**src/rtl/sfq_pkg.sv**
```systemverilog
// sfq_pkg: shared defaults and the gap-counter width helper for the SFQ JTL chain
package sfq_pkg;
  localparam int SFQ_DEF_CH      = 4;
  localparam int SFQ_DEF_DELAY   = 3;
  localparam int SFQ_DEF_MIN_GAP = 2;
  localparam int SFQ_DEF_CNT_W   = 8;
  function automatic int gap_w(input int min_gap);
    return $clog2(min_gap) > 1 ? $clog2(min_gap) : 1;
  endfunction
endpackage

```
**src/rtl/sfq_jtl_lane.sv**
```systemverilog
// sfq_jtl_lane: one JTL channel - delay line, spacing guard, sticky drop flag, emitted-pulse counter
module sfq_jtl_lane
  import sfq_pkg::*;
#(
  parameter int DELAY   = SFQ_DEF_DELAY,
  parameter int MIN_GAP = SFQ_DEF_MIN_GAP,
  parameter int CNT_W   = SFQ_DEF_CNT_W
) (
  input  logic             clk,
  input  logic             rst,
  input  logic             en,
  input  logic             pulse_in,
  input  logic             clr_flags,
  output logic             pulse_out,
  output logic             drop_flag,
  output logic [CNT_W-1:0] pulse_cnt
);
  localparam int GW = gap_w(MIN_GAP);
  localparam logic [GW-1:0] GAP_LD = GW'(MIN_GAP - 1);
  logic [DELAY-1:0] sr_q, sr_d;
  logic [GW-1:0] gap_q, gap_d;
  logic flag_q, flag_d;
  logic [CNT_W-1:0] cnt_q, cnt_d;
  logic req, acc;
  always_comb begin
    req = en && pulse_in;
    acc = req && gap_q == '0;
    sr_d = DELAY'({sr_q, acc});
    gap_d = acc ? GAP_LD : gap_q == '0 ? gap_q : gap_q - GW'(1);
    flag_d = (req && !acc) || (flag_q && !clr_flags);
    cnt_d = cnt_q + CNT_W'(sr_q[DELAY-1]);
  end
  always_ff @(posedge clk) begin
    if (rst) begin
      sr_q <= '0;
      gap_q <= '0;
      flag_q <= 1'b0;
      cnt_q <= '0;
    end else begin
      sr_q <= sr_d;
      gap_q <= gap_d;
      flag_q <= flag_d;
      cnt_q <= cnt_d;
    end
  end
  assign pulse_out = sr_q[DELAY-1];
  assign drop_flag = flag_q;
  assign pulse_cnt = cnt_q;
endmodule

```
**src/rtl/sfq_jtl_chain.sv**
```systemverilog
// sfq_jtl_chain: CH independent JTL lanes with packed per-channel emitted-pulse counters
module sfq_jtl_chain
  import sfq_pkg::*;
#(
  parameter int CH      = SFQ_DEF_CH,
  parameter int DELAY   = SFQ_DEF_DELAY,
  parameter int MIN_GAP = SFQ_DEF_MIN_GAP,
  parameter int CNT_W   = SFQ_DEF_CNT_W
) (
  input  logic                clk,
  input  logic                rst,
  input  logic [CH-1:0]       en,
  input  logic [CH-1:0]       pulse_in,
  input  logic                clr_flags,
  output logic [CH-1:0]       pulse_out,
  output logic [CH-1:0]       drop_flag,
  output logic [CH*CNT_W-1:0] pulse_cnt
);
  for (genvar i = 0; i < CH; i++) begin : g_lane
    sfq_jtl_lane #(.DELAY(DELAY), .MIN_GAP(MIN_GAP), .CNT_W(CNT_W)) u_lane (
      .clk(clk),
      .rst(rst),
      .en(en[i]),
      .pulse_in(pulse_in[i]),
      .clr_flags(clr_flags),
      .pulse_out(pulse_out[i]),
      .drop_flag(drop_flag[i]),
      .pulse_cnt(pulse_cnt[i*CNT_W +: CNT_W])
    );
  end
endmodule

```
**config.mk**
```make
export PLATFORM = sky130hd
export DESIGN_NAME = sfq_jtl_chain
export DESIGN_NICKNAME = d
export VERILOG_FILES = /design/src/rtl/sfq_pkg.sv /design/src/rtl/sfq_jtl_lane.sv /design/src/rtl/sfq_jtl_chain.sv
export SDC_FILE = /design/constraint.sdc
export NUM_CORES = 1
export LEC_CHECK = 0
export CORE_UTILIZATION = 49
export CTS_BUF_LIST = sky130_fd_sc_hd__clkbuf_4
export DETAILED_ROUTE_END_ITERATION = 12
export PLACE_DENSITY = 0.92
export SLEW_MARGIN = 20
export SYNTH_ARGS = -nofsm -noshare
export SYNTH_HDL_FRONTEND = slang
export SYNTH_SLANG_ARGS = --single-unit
```
**constraint.sdc**
```tcl
create_clock -name clk -period 1.45 [get_ports clk]
set_input_delay 0.2175 -clock clk [delete_from_list [all_inputs] [get_ports clk]]
set_output_delay 0.2175 -clock clk [all_outputs]
set_load 0.005 [all_outputs]
```
==> out/summary.txt <==
CP endpoint kind: output pin
WP data required: 1.23 ns
VDD IR-drop max: 0.000714 V
# DRC: 0
worst path bufs/invs: 1
pwr/cell area: 739 nW/um^2
routability cong.: 0.757
status: finished, final reports clean
Rows: 21
starting DRC count in detailed routing: 85
placed instance count: 270
ANT nets after route: 0
total I/O pin count: 51
worst min-delay path category: in2reg
Max Slew Vio Count: 0
post-route non-filler standard cell count: 302
DRT Pass-1 Iters: 4
final net count: 274
area growth from synthesis to layout: 49.4%
initial antenna violation count: 0
CTS clk-pin slew, worst paths: 0.12 ns
Clock Latency Late Sink: 0.35 ns
Seq cells post-synth: 48
met3 WL post-DR: 186 microns
total number of vias: 1578
Fin. Hold Viols: 0
die area: 3940 sq um
Worst setup SP type: flip-flop
global-route wire length before repair: 6.22 mm
ranking of synthesized cells by area: dfxtp_1 53%, ha_1 5.5%, nor2b_1 5.5%
TritonCTS Sinks: 48
n_diodes: 0
WP data arrival: 1.19 ns
Fmax achieved: 0.709 GHz
# Max-Cap Violations: 0
Period minus WS final: 1.41 ns
Worst Skew: 0.00247 ns
CP max stage cell: clkdlybuf4s50_1
GRT Residual Overflow: 0
routed wl met2: 2.20 mm
Gate Count Post-Synth: 186
WS Path Type: reg2out
DP Wirelength: 2.29 mm
Overall Power: 0.00200 W
initial core utilization: 0.526
final period utilization: 0.973
vias in the first global route: 1440
CP Max Fanout: 3
die height: 62.8 microns
endpoints failing setup: 0
Top Layer Used: met4
CTS Buf Count: 5
worst slew pin tran: 0.216 ns
wire per inst: 13.4 microns
PortBufs: 50
hold_buf cts: 0
post-synthesis sequential area ratio: 0.530
area share of the largest cell type after synthesis: 0.530
Clock Path Buffers: 2
DRT met1 WL: 1.61 mm
mapped cell area: 1810 sq um
average size of a mapped cell: 9.74 sq um
CP max stage delay: 0.49 ns
synth warn: 0
H-tree depth: 2
Rel. slew slack: 0.854
static leakage: 1.62 nW
share of cells above drive strength 1: 0.297
Tot GR Track Use: 0.204
worst-path cell chain: clkdlybuf4s50_1
Core Area: 3440 sq um
largest net degree at the start of global routing: 49
root buf cell: clkbuf_4
drt total wl: 4.04 mm
Synth Net Count: 205
CP top delay family: buffers and inverters
vias per cell: 5.23
Die X: 62.8 microns
CTS tree: yes
synth unique cells: 19
cell accounting for the most synthesized area: dfxtp_1
[cells in the mapped netlist, drive strengths merged]
| library cell | number |
|---|---|
| a21oi | 12 |
| a32oi | 4 |
| buf | 10 |
| clkbuf | 3 |
| dfxtp | 48 |
| ha | 8 |
| inv | 1 |
| nand2 | 12 |
| nand3 | 12 |
| nand4 | 4 |
| nor2 | 16 |
| nor2b | 16 |
| nor3 | 4 |
| o21ai | 12 |
| or3 | 12 |
| xnor2 | 4 |
| xor2 | 8 |
[registers in the layout, summed over array words and instances (netlist names)]
signal	flops
g_lane.u_lane.sr_q	12
g_lane.u_lane.pulse_cnt	32
g_lane.u_lane.drop_flag	4
[metrics by stage]
stage | worst slack (ns) | area [sq um] | utilization | hold slack [ns] | TNS [ns]
after floorplan | 0.156 | 1810 | - | 0.336 | 0
after global placement | 0.141 | 2310 | 0.671 | 0.418 | 0
after detailed placement | 0.0954 | 2310 | 0.671 | 0.424 | 0
after CTS | 0.000118 | 2530 | 0.735 | 0.393 | 0
after global routing | -0.0247 | 2710 | 0.786 | 0.414 | -0.0286
final | 0.0396 | 2710 | 0.786 | 0.412 | 0
[worst min-delay path, delay by kind of cell]
kind,cells,cell delay (ns)
simple gates,2,0.09
buf+inv,1,0.42
[timing repair]
| item | 4_1_cts | 5_1_grt |
|---|---|---|
| endpoints found under the setup margin | 30 | 39 |
| resized for setup | 43 | 45 |
| setup buffers | 14 | 10 |
| gates cloned | 0 | 0 |
[logic make-up (layout without fill, tap and decap cells)]
logic type / count (synthesis) / in the layout / synth area share
adder cells (fa/ha/maj): 8 / 8 / 0.0553
AND/OR/NAND/NOR: 76 / 76 / 0.224
XOR/XNOR: 12 / 12 / 0.0580
buffers and inverters: 14 / 84 / 0.0470
AO/OA/AOI/OAI: 28 / 28 / 0.0856
flip-flops: 48 / 48 / 0.530
[report_power, final]
part           switching, W   total, W  internal, W
registers        0.00000642    0.00132      0.00131
logic             0.0000366  0.0000828    0.0000462
clock network      0.000376   0.000601     0.000225
[routing by layer]
metal,vias up,track usage
met4,0,0.0959
met1,735,0.197
met3,4,0.0529
met5,-,0
li1,780,-
met2,59,0.395
[final cells by class]
cell class / instances / area, sq um
timing repair buffer: 75 / 779
sequential: 48 / 1040
clock buffer: 7 / 52.6
fill: 198 / 736
inverter: 1 / 3.75
clock inverter: 1 / 3.75
tap: 46 / 57.6
multi-input combinational: 124 / 771
[final timing paths]
check	depth (start not counted)	slack, ns	startpoint	to
worst min-delay path	3	0.41	pulse_in[0]	g_lane[0].u_lane.sr_q[0]
worst max register to register	5	0.04	g_lane[2].u_lane.pulse_cnt[0]	g_lane[2].u_lane.pulse_cnt[6]
worst max-delay path	1	0.04	g_lane[3].u_lane.pulse_cnt[6]	pulse_cnt[30]
worst min register to register	1	0.45	g_lane[0].u_lane.sr_q[0]	g_lane[0].u_lane.sr_q[0]
[layout by cell type, fill, tap and decap left out]
| master | Yosys | routed |
|---|---|---|
| o21ai_0 | 12 | 12 |
| nor2b_1 | 16 | 16 |
| nand4_1 | 4 | 4 |
| buf_12 | 0 | 1 |
| xor2_1 | 8 | 8 |
| dlymetal6s2s_1 | 0 | 33 |
| clkdlybuf4s50_1 | 0 | 14 |
| clkinv_1 | 0 | 1 |
| or3_1 | 12 | 12 |
| a21oi_1 | 12 | 12 |
| a32oi_1 | 4 | 4 |
| ha_2 | 0 | 2 |
| nor2_1 | 16 | 16 |
| nand3_2 | 4 | 4 |
| dfxtp_2 | 0 | 26 |
| dfxtp_4 | 0 | 12 |
| clkbuf_4 | 0 | 7 |
| nor3_1 | 4 | 4 |
| inv_1 | 1 | 1 |
| nand2_1 | 12 | 12 |
| buf_4 | 8 | 24 |
| dfxtp_1 | 48 | 10 |
| ha_1 | 8 | 6 |
| xnor2_1 | 4 | 4 |
| dlygate4sd2_1 | 0 | 3 |
| nand3_1 | 8 | 8 |
No activity file was read; power rests on OpenSTA's default activity.
